**src/rtl/loader_pkg.sv**
```systemverilog
// Shared types and constants for the UART program loader.
// Optional checksum stage is enabled by defining LOADER_CHECKSUM_EN.
package loader_pkg;

    localparam int BYTE_W             = 8;
    localparam int DEFAULT_WORD_BYTES = 4;
    localparam int DEFAULT_DEPTH      = 32;

`ifdef LOADER_CHECKSUM_EN
    typedef enum logic [2:0] {
        ST_LEN  = 3'd0,
        ST_DATA = 3'd1,
        ST_CSUM = 3'd2,
        ST_DONE = 3'd3,
        ST_ERR  = 3'd4
    } loader_state_e;
    localparam loader_state_e ST_AFTER_PAYLOAD = ST_CSUM;
`else
    typedef enum logic [2:0] {
        ST_LEN  = 3'd0,
        ST_DATA = 3'd1,
        ST_DONE = 3'd3,
        ST_ERR  = 3'd4
    } loader_state_e;
    localparam loader_state_e ST_AFTER_PAYLOAD = ST_DONE;
`endif

    typedef enum logic [1:0] {
        RX_IDLE  = 2'd0,
        RX_START = 2'd1,
        RX_DATA  = 2'd2,
        RX_STOP  = 2'd3
    } rx_state_e;

    // Counter width able to hold values 0..n-1, never narrower than one bit.
    function automatic int cnt_width(input int n);
        return (n <= 1) ? 1 : $clog2(n);
    endfunction

endpackage

```
**src/rtl/uart_rx.sv**
```systemverilog
// 8N1 UART receiver: 2-flop synchroniser, mid-bit sampling, one-cycle
// rx_valid pulse per good byte and rx_ferr pulse on a low stop bit.
module uart_rx
    import loader_pkg::*;
#(
    parameter int CLK_PER_HALF_BIT = 2604
) (
    input  logic                clk,
    input  logic                rstn,
    input  logic                rxd,
    output logic [BYTE_W-1:0]   rx_data,
    output logic                rx_valid,
    output logic                rx_ferr
);

    localparam int BIT_CYC = 2 * CLK_PER_HALF_BIT;
    localparam int CW      = cnt_width(BIT_CYC);
    localparam logic [CW-1:0] HALF_M1 = CW'(CLK_PER_HALF_BIT - 1);
    localparam logic [CW-1:0] BIT_M1  = CW'(BIT_CYC - 1);

    logic              sync1_q, sync2_q, prev_q;
    rx_state_e         st_q, st_d;
    logic [CW-1:0]     cnt_q, cnt_d;
    logic [2:0]        bit_q, bit_d;
    logic [BYTE_W-1:0] sh_q, sh_d;
    logic [BYTE_W-1:0] data_q, data_d;
    logic              valid_q, valid_d;
    logic              ferr_q, ferr_d;

    // Synchroniser and edge-history flops; idle line is high.
    always_ff @(posedge clk or negedge rstn) begin
        if (!rstn) begin
            sync1_q <= 1'b1;
            sync2_q <= 1'b1;
            prev_q  <= 1'b1;
        end else begin
            sync1_q <= rxd;
            sync2_q <= sync1_q;
            prev_q  <= sync2_q;
        end
    end

    // Bit-timing state machine next-state logic.
    always_comb begin
        st_d    = st_q;
        cnt_d   = cnt_q;
        bit_d   = bit_q;
        sh_d    = sh_q;
        data_d  = data_q;
        valid_d = 1'b0;
        ferr_d  = 1'b0;
        case (st_q)
            RX_IDLE: begin
                if (prev_q && !sync2_q) begin
                    st_d  = RX_START;
                    cnt_d = HALF_M1;
                end else begin
                    st_d = RX_IDLE;
                end
            end
            RX_START: begin
                if (cnt_q == CW'(0)) begin
                    // A start bit that is high again at mid-bit was a glitch.
                    if (!sync2_q) begin
                        st_d  = RX_DATA;
                        cnt_d = BIT_M1;
                        bit_d = 3'd0;
                    end else begin
                        st_d = RX_IDLE;
                    end
                end else begin
                    cnt_d = cnt_q - CW'(1);
                end
            end
            RX_DATA: begin
                if (cnt_q == CW'(0)) begin
                    sh_d  = {sync2_q, sh_q[BYTE_W-1:1]};
                    cnt_d = BIT_M1;
                    if (bit_q == 3'd7) begin
                        st_d = RX_STOP;
                    end else begin
                        bit_d = bit_q + 3'd1;
                    end
                end else begin
                    cnt_d = cnt_q - CW'(1);
                end
            end
            RX_STOP: begin
                if (cnt_q == CW'(0)) begin
                    st_d = RX_IDLE;
                    if (sync2_q) begin
                        valid_d = 1'b1;
                        data_d  = sh_q;
                    end else begin
                        ferr_d = 1'b1;
                    end
                end else begin
                    cnt_d = cnt_q - CW'(1);
                end
            end
            default: begin
                st_d = RX_IDLE;
            end
        endcase
    end

    // Receiver state and output registers.
    always_ff @(posedge clk or negedge rstn) begin
        if (!rstn) begin
            st_q    <= RX_IDLE;
            cnt_q   <= CW'(0);
            bit_q   <= 3'd0;
            sh_q    <= 8'h00;
            data_q  <= 8'h00;
            valid_q <= 1'b0;
            ferr_q  <= 1'b0;
        end else begin
            st_q    <= st_d;
            cnt_q   <= cnt_d;
            bit_q   <= bit_d;
            sh_q    <= sh_d;
            data_q  <= data_d;
            valid_q <= valid_d;
            ferr_q  <= ferr_d;
        end
    end

    assign rx_data  = data_q;
    assign rx_valid = valid_q;
    assign rx_ferr  = ferr_q;

endmodule

```
**src/rtl/program_loader.sv**
```systemverilog
// Loads a length-prefixed little-endian program from UART into instruction
// memory, then releases the core. Define LOADER_CHECKSUM_EN for a trailing XOR byte.
module program_loader
    import loader_pkg::*;
#(
    parameter int CLK_PER_HALF_BIT = 2604,
    parameter int DEPTH            = DEFAULT_DEPTH,
    parameter int WORD_BYTES       = DEFAULT_WORD_BYTES
) (
    input  logic                         clk,
    input  logic                         rstn,
    input  logic                         rxd,
    output logic                         imem_we,
    output logic [$clog2(DEPTH)-1:0]     imem_addr,
    output logic [BYTE_W*WORD_BYTES-1:0] imem_wdata,
    output logic                         core_rstn,
    output logic                         load_done,
    output logic                         load_err
);

    localparam int AW  = $clog2(DEPTH);
    localparam int WW  = BYTE_W * WORD_BYTES;
    localparam int BCW = cnt_width(WORD_BYTES);

    logic [BYTE_W-1:0] rx_data_s;
    logic              rx_valid_s;
    logic              rx_ferr_s;

    loader_state_e     state_q, state_d;
    logic [BCW-1:0]    byte_cnt_q, byte_cnt_d;
    logic [AW-1:0]     word_cnt_q, word_cnt_d;
    logic [AW-1:0]     last_word_q, last_word_d;
    logic [WW-1:0]     shift_q, shift_d;
    logic              we_q, we_d;
    logic [AW-1:0]     addr_q, addr_d;
    logic [WW-1:0]     wdata_q, wdata_d;
    logic              done_q, done_d;
    logic              err_q, err_d;
    logic              core_rstn_q, core_rstn_d;
    logic [WW-1:0]     asm_s;
    logic              byte_last_s;
`ifdef LOADER_CHECKSUM_EN
    logic [BYTE_W-1:0] csum_q, csum_d;
`endif

    uart_rx #(
        .CLK_PER_HALF_BIT(CLK_PER_HALF_BIT)
    ) u_uart_rx (
        .clk      (clk),
        .rstn     (rstn),
        .rxd      (rxd),
        .rx_data  (rx_data_s),
        .rx_valid (rx_valid_s),
        .rx_ferr  (rx_ferr_s)
    );

    // New byte enters at the top, so after WORD_BYTES bytes the first is the LSB.
    assign asm_s       = (shift_q >> BYTE_W) | (WW'(rx_data_s) << (WW - BYTE_W));
    assign byte_last_s = (byte_cnt_q == BCW'(WORD_BYTES - 1));

    // Loader FSM next-state and registered-output logic.
    always_comb begin
        state_d     = state_q;
        byte_cnt_d  = byte_cnt_q;
        word_cnt_d  = word_cnt_q;
        last_word_d = last_word_q;
        shift_d     = shift_q;
        we_d        = 1'b0;
        addr_d      = addr_q;
        wdata_d     = wdata_q;
`ifdef LOADER_CHECKSUM_EN
        csum_d      = csum_q;
`endif
        case (state_q)
            ST_LEN: begin
                if (rx_ferr_s) begin
                    state_d = ST_ERR;
                end else if (rx_valid_s) begin
                    shift_d = asm_s;
`ifdef LOADER_CHECKSUM_EN
                    csum_d  = csum_q ^ rx_data_s;
`endif
                    if (byte_last_s) begin
                        byte_cnt_d = BCW'(0);
                        if (64'(asm_s) > 64'(DEPTH)) begin
                            state_d = ST_ERR;
                        end else if (asm_s == WW'(0)) begin
                            state_d = ST_AFTER_PAYLOAD;
                        end else begin
                            state_d     = ST_DATA;
                            word_cnt_d  = AW'(0);
                            last_word_d = AW'(asm_s - WW'(1));
                        end
                    end else begin
                        byte_cnt_d = byte_cnt_q + BCW'(1);
                    end
                end else begin
                    state_d = ST_LEN;
                end
            end
            ST_DATA: begin
                if (rx_ferr_s) begin
                    state_d = ST_ERR;
                end else if (rx_valid_s) begin
                    shift_d = asm_s;
`ifdef LOADER_CHECKSUM_EN
                    csum_d  = csum_q ^ rx_data_s;
`endif
                    if (byte_last_s) begin
                        byte_cnt_d = BCW'(0);
                        we_d       = 1'b1;
                        addr_d     = word_cnt_q;
                        wdata_d    = asm_s;
                        if (word_cnt_q == last_word_q) begin
                            state_d = ST_AFTER_PAYLOAD;
                        end else begin
                            word_cnt_d = word_cnt_q + AW'(1);
                        end
                    end else begin
                        byte_cnt_d = byte_cnt_q + BCW'(1);
                    end
                end else begin
                    state_d = ST_DATA;
                end
            end
`ifdef LOADER_CHECKSUM_EN
            ST_CSUM: begin
                if (rx_ferr_s) begin
                    state_d = ST_ERR;
                end else if (rx_valid_s) begin
                    state_d = (rx_data_s == csum_q) ? ST_DONE : ST_ERR;
                end else begin
                    state_d = ST_CSUM;
                end
            end
`endif
            ST_DONE: begin
                state_d = ST_DONE;
            end
            ST_ERR: begin
                state_d = ST_ERR;
            end
            default: begin
                state_d = ST_ERR;
            end
        endcase
        done_d      = (state_d == ST_DONE);
        err_d       = (state_d == ST_ERR);
        core_rstn_d = (state_d == ST_DONE);
    end

    // Loader state, counters and output registers.
    always_ff @(posedge clk or negedge rstn) begin
        if (!rstn) begin
            state_q     <= ST_LEN;
            byte_cnt_q  <= BCW'(0);
            word_cnt_q  <= AW'(0);
            last_word_q <= AW'(0);
            shift_q     <= WW'(0);
            we_q        <= 1'b0;
            addr_q      <= AW'(0);
            wdata_q     <= WW'(0);
            done_q      <= 1'b0;
            err_q       <= 1'b0;
            core_rstn_q <= 1'b0;
`ifdef LOADER_CHECKSUM_EN
            csum_q      <= 8'h00;
`endif
        end else begin
            state_q     <= state_d;
            byte_cnt_q  <= byte_cnt_d;
            word_cnt_q  <= word_cnt_d;
            last_word_q <= last_word_d;
            shift_q     <= shift_d;
            we_q        <= we_d;
            addr_q      <= addr_d;
            wdata_q     <= wdata_d;
            done_q      <= done_d;
            err_q       <= err_d;
            core_rstn_q <= core_rstn_d;
`ifdef LOADER_CHECKSUM_EN
            csum_q      <= csum_d;
`endif
        end
    end

    assign imem_we    = we_q;
    assign imem_addr  = addr_q;
    assign imem_wdata = wdata_q;
    assign core_rstn  = core_rstn_q;
    assign load_done  = done_q;
    assign load_err   = err_q;

endmodule

```
**config.mk**
```make
export PLATFORM = sky130hd
export DESIGN_NAME = program_loader
export DESIGN_NICKNAME = d
export VERILOG_FILES = /design/src/rtl/loader_pkg.sv /design/src/rtl/uart_rx.sv /design/src/rtl/program_loader.sv
export SDC_FILE = /design/constraint.sdc
export NUM_CORES = 1
export LEC_CHECK = 0
export ABC_AREA = 0
export ABC_CLOCK_PERIOD_IN_PS = 3900
export CORE_ASPECT_RATIO = 0.5
export CORE_MARGIN = 5
export CORE_UTILIZATION = 40
export CTS_BUF_LIST = sky130_fd_sc_hd__clkbuf_8
export DETAILED_ROUTE_END_ITERATION = 8
export SETUP_SLACK_MARGIN = 0.5
export SLEW_MARGIN = 20
export SYNTH_ARGS = -nofsm -noshare
export SYNTH_HDL_FRONTEND = slang
export SYNTH_SLANG_ARGS = --single-unit
export TNS_END_PERCENT = 100
```
**constraint.sdc**
```tcl
create_clock -name clk -period 3.9 [get_ports clk]
set_input_delay 1.17 -clock clk [delete_from_list [all_inputs] [get_ports clk]]
set_output_delay 1.17 -clock clk [all_outputs]
set_load 0.02 [all_outputs]
```
## Yosys cells after proc, flatten, opt, wreduce, memory -nomap -nowiden

Cells that the tools add are included.

| storage, ports and cells | value |
|---|---|
| register bits after elaboration | 126 |
| bits in latches | 0 |
| bits in writable memories | 0 |
| ROM bits | 0 |
| input bits | 3 |
| output and inout bits | 41 |
| logic and storage cells | 125 |
| memories | 0 |

| cells by class | value |
|---|---|
| add/sub/neg operators | 5 |
| multiply operators | 0 |
| divide/modulo/power cells | 0 |
| magnitude comparators | 1 |
| equality and inequality tests | 28 |
| shifts and indexed selects | 0 |
| mux-type cells | 49 |
| bitwise operators | 4 |
| reduce and logical (&&, ||, !) cells | 18 |

Operators with widths:

| cell | count |
|---|---|
| $mux 13 | 5 |
| $pmux 13 s4 | 1 |
| $mux 5 | 9 |
| $mux 3 | 12 |
| $gt 32x6->1 const B | 1 |
| $logic_not 32->1 | 1 |
| $or 24x32->32 | 1 |
| $ne 2x2->1 const B | 10 |
| $mux 2 | 7 |
| $ne 2x1->1 const B | 7 |
| $logic_not 13->1 | 1 |
| $sub 13x1->13 const B | 1 |
| $mux 1 | 11 |
| $pmux 5 s2 | 1 |
| $reduce_and 10->1 | 1 |
| $pmux 3 s3 | 1 |
| $reduce_and 3->1 | 3 |
| $pmux 2 s4 | 1 |
| $reduce_and 4->1 | 2 |
| $eq 2x2->1 const B | 3 |
| $eq 3x2->1 const B | 2 |
| $eq 3x3->1 const B | 2 |
| $pmux 3 s2 | 1 |
| $reduce_and 6->1 | 1 |
| 17 further kinds | 20 |

## Logic depth before layout (Yosys ltp)

| logic depth | value |
|---|---|
| word-level depth | 9 |
| gate-level depth with buffers | 9 |
| mapped depth without buffers | 8 |

## Cells and area by module

From an unflattened synthesis, not the netlist that was laid out.

| second synthesis, totals | value |
|---|---|
| cells, all modules | 426 |
| area total of the unflattened synthesis | 5395.2 um2 |

Modules (own cells, without submodules):

| module | instances | cells each | area each (um2) | seq. area each (um2) |
|---|---|---|---|---|
| program_loader | 1 | 235 | 3326.9 | 1976.9 |
| uart_rx | 1 | 191 | 2068.2 | 979.7 |

## Worst setup path before layout

Ideal clock, no wire load.

| path | value |
|---|---|
| path kind | reg2reg |
| start point | register u_uart_rx.cnt_q[0] |
| end point | register u_uart_rx.sh_q[1] |
| setup time | 125 ps |
| arrival time | 1913 ps |
| required time | 3775 ps |
| path slack | 1863 ps |
| cell stages (with the launch flop) | 8 |
| buffers on the path | 0 |
| period minus slack after synthesis | 2037 ps |
| cells stage by stage | dfrtp_1 -> inv_1 -> ha_1 -> nor4b_4 -> nand2_2 -> or3_4 -> nor2_4 -> mux2_2 |

| on the way | value |
|---|---|
| word-level cells in the longest chain between the ends | 2 |

RTL lines:

| what | line | RTL |
|---|---|---|
| from (decl) | uart_rx.sv:23 | `logic [CW-1:0] cnt_q, cnt_d;` |
| from (signal assigned) | uart_rx.sv:119 | `cnt_q <= cnt_d;` |
| $logic_not 13->1 | uart_rx.sv:76 | `if (cnt_q == CW'(0)) begin` |
| $reduce_and 2->1 (no source line) | n/a |  |
| to (signal assigned) | uart_rx.sv:113 | `sh_q <= 8'h00;` |
| to (signal assigned) | uart_rx.sv:121 | `sh_q <= sh_d;` |
| to (decl) | uart_rx.sv:25 | `logic [BYTE_W-1:0] sh_q, sh_d;` |

Every way passes these cells.
A chain may end at the register's enable or synchronous reset.

## Worst setup path after layout

| path | value |
|---|---|
| start point | register state_q[2] |
| end point | register word_cnt_q[0] |

| on the way | value |
|---|---|
| word-level cells in the longest chain between the ends | 3 |
| elaborated cells between the ends (all ways) | 14 |
| those cells by class | eq/ne: 10; mux: 1; reduce/logical: 3 |

RTL lines:

| what | line | RTL |
|---|---|---|
| from (decl) | program_loader.sv:29 | `loader_state_e state_q, state_d;` |
| from (signal assigned) | program_loader.sv:170 | `state_q <= state_d;` |
| $eq 3x1->1 or $logic_not 3->1 (tied branches) | program_loader.sv:74 | `case (state_q)` |
| $ne 2x1->1 (no source line), or another cell as far along | n/a |  |
| $reduce_and 10->1 (no source line) | n/a |  |
| to (signal assigned) | program_loader.sv:172 | `word_cnt_q <= word_cnt_d;` |
| to (decl) | program_loader.sv:31 | `logic [AW-1:0] word_cnt_q, word_cnt_d;` |

Parallel ways exist; a longest one is shown, timed or not.

==> out/results.ini <==
[route]
wl_mm = 10.9
wl_met2_mm = 5.03
drtPass1Iterations = 4
routed_via_density = 4.94
highest_layer = met4
wl_met1_mm = 5.37
drt-wirelength-per-cell_um = 13.5
dr_wl_met3_um = 443
via_count = 3978
drc = 0
postRouteAntennaNets = 0
drt-initial-drc-count = 251

[placed_design]
portBuffers = 43
gp_congestion = 0.852
hpwl_mm = 7.50

[finish]
multi_input_area_um2 = 2200
regArea_um2 = 2960
layout-drive-gt1-share_pct = 10.5
final_nets = 638
postLayoutCoreUtil_pct = 49.7
area_growth_syn_to_layout_pct = 20.3
n_antenna_cell = 0
num-fill-cells = 1245

[global_routing]
antenna_found_initial = 0
grt_first_pass_wirelength_mm = 18.9
grt_pass1_vias = 3958
grt_usage_pct = 14.3
grt_remaining_overflow = 0
grt_max_degree = 51

[clock_tree]
cts_setup_buffers = 0
insertion_delay_ns = 0.43
cts_tree = built
clockBufferDepth = 2
cts.hold.buffers_added = 0
cts_buffers = 17
cts_root_buf = clkbuf_8
cts_sinks = 118
cts_resized = 0
cts_htree_levels = 4
clk_pin_slew_ns = 0.08

[sta]
rsz0062_at_grt = no
finalCritPeriodShare_pct = 73.1
maxSlewHeadroom_pct = 40.0
setup_viol = 0
max_freq_ghz = 0.351
clock_skew_ns = 0.0130
tns_ns = 0
finalMaxSlewViolations = 0
hold_viol = 0
min_period_ns = 2.85
worst_slew_pin_slew_ns = 0.899

[die]
fp.dieArea_um2 = 15800
io_pins = 44
core_um2 = 12800
start_util_pct = 41.3
die_w_um = 173
die-height_um = 91.3
num_rows = 29

[yosys]
synth-seq-area-share_pct = 55.9
synth.ff_latch_count = 118
synth.distinct_cells = 55
synth_edf_count = 0
synthesis.nets = 592
synthFlopType = dfrtp_1
syn_inst = 577
async_flop_share_pct = 100
yosysWarnings = 0
avgSynthCellArea_um2 = 9.17
syn_area_um2 = 5290

[worst_setup_path]
crit_chain = nor4b_2, buf_4, nand3_1, inv_2, nand2_1, nand3_1, o21ai_0
cp_data_arrival_time_ns = 3.15
cp_slowest_cell = inv_2
crit_top_cell = nand3_1
worstSetupPathType = reg -> reg
slowest_delay_ns = 0.68
critPathLaunchType = register
worst_ep_required_time_ns = 4.19
crit_fanout = 37
end_kind = register
regToRegSetupSlack_ns = 1.05

[worst_hold_path]
hp-class = reg -> reg

[power_and_ir_drop]
p_total_w = 0.00316
p_leak_nw = 3.27
ir_worst_vdd_mv = 0.235
power_density_nw_per_um2 = 497

[status]
status = complete, no violations

[flow_run]
cap_violations = 0

sequential cells by signal, indices dropped and copies added (netlist names), 2 cells and up, named ones only:
signal	count
u_uart_rx.sh_q	8
u_uart_rx.bit_q	3
u_uart_rx.cnt_q	13
shift_q	24
word_cnt_q	5
imem_addr	5
state_q	3
imem_wdata	32
last_word_q	5
u_uart_rx.rx_data	8
byte_cnt_q	2
kinds of logic (layout without fill, tap and decap cells):
kind of cell | Yosys count | after routing | synth area share (%)
fa+ha+maj | 12 | 12 | 2.84
xor+xnor | 8 | 8 | 1.32
buf+inv | 34 | 93 | 2.67
mux | 11 | 11 | 2.27
simple gates | 315 | 315 | 25.9
compound gates | 79 | 79 | 9.15
flops | 118 | 118 | 55.9
path summary, 6_finish.rpt:
check / endpoint / start / cells after the start
setup reg to reg: word_cnt_q[0] / state_q[2] / 7
max in group asynchronous: word_cnt_q[1] / rstn / 2
setup / recovery: word_cnt_q[0] / state_q[2] / 7
min in group asynchronous: u_uart_rx.bit_q[2] / rstn / 1
hold / removal: u_uart_rx.sync2_q / u_uart_rx.sync1_q / 0
hold reg to reg: u_uart_rx.sync2_q / u_uart_rx.sync1_q / 0
placed cells by master (no fill, tap or decap), types with 3 or more instances in the layout:
cell,netlist,routed
a31oi_1,7,7
nor4_1,6,6
mux2_2,7,7
or2_2,4,4
clkinvlp_4,0,4
nand3_1,9,9
dfrtp_1,115,115
buf_4,3,5
nor2_1,25,25
clkdlybuf4s50_1,0,42
inv_1,12,14
a21oi_1,14,14
nand2_1,233,233
ha_1,12,12
o21ai_0,38,38
bufinv_16,0,6
nand4_1,3,3
mux2i_1,3,3
nor3_1,13,13
o31ai_1,4,4
dfstp_2,3,3
xor2_1,6,6
clkbuf_8,0,17
cells in the mapped netlist, drive strengths merged, types with 2 or more instances:
master,n,area (um^2)
nand2b,2,12.5
buf,9,47.5
xnor2,2,17.5
nor4b,2,32.5
nor3,14,75.1
a21o,2,15.0
a21oi,15,78.8
clkbuf,12,45.0
a31oi,7,43.8
or2,4,25.0
o21ai,39,195
nand4,5,43.8
o31ai,4,30.0
dfstp,3,78.8
nor4,7,50.1
nand2,235,887
nand3,9,45.0
mux2i,3,30.0
or3,2,17.5
o21bai,2,15.0
dfrtp,115,2880
and2,3,18.8
xor2,6,52.6
inv,13,48.8
nor2,26,105
ha,12,150
a211oi,2,15.0
mux2,8,90.1
o41ai,2,17.5
layout make-up:
type / count / area share (%)
Clock buffer: 17 / 3.67
Multi-Input combinational cell: 425 / 34.6
Inverter: 13 / 0.766
Sequential cell: 118 / 46.4
Clock inverter: 15 / 3.71
Timing Repair Buffer: 48 / 7.51
Tap cell: 170 / 3.34
routing by layer:
metal  global-route usage, %  vias up
li1                        -     2007
met1                    19.3     1905
met2                    22.4       59
met3                    4.69        7
met4                    4.05        0
met5                       0        -
per-stage QoR:
stage,setup slack (ns),hold slack [ns],area [um^2],std cells
after floorplan,1.86,0.345,5290,577
after global placement,1.14,0.348,5900,774
after detailed placement,1.08,0.348,5900,774
after CTS,1.03,0.359,6370,806
after global routing,0.716,0.362,6370,806
final,1.05,0.358,6370,806
power breakdown:
| group | switching, W | internal, W |
|---|---|---|
| Clock | 0.000495 | 0.000818 |
| Combinational | 0.000344 | 0.000186 |
| Sequential | 0.0000463 | 0.00127 |
| Total | 0.000886 | 0.00228 |
critical path: cells and delay by family, from the launching register on:
| kind | cells | cell delay, ns |
|---|---|---|
| AOI/OAI and AO/OA | 1 | 0.11 |
| buffers and inverters | 2 | 1.01 |
| DFF | 1 | 0.43 |
| and+or+nand+nor | 4 | 1.17 |
Note: power is estimated with default switching activity, not from simulation.
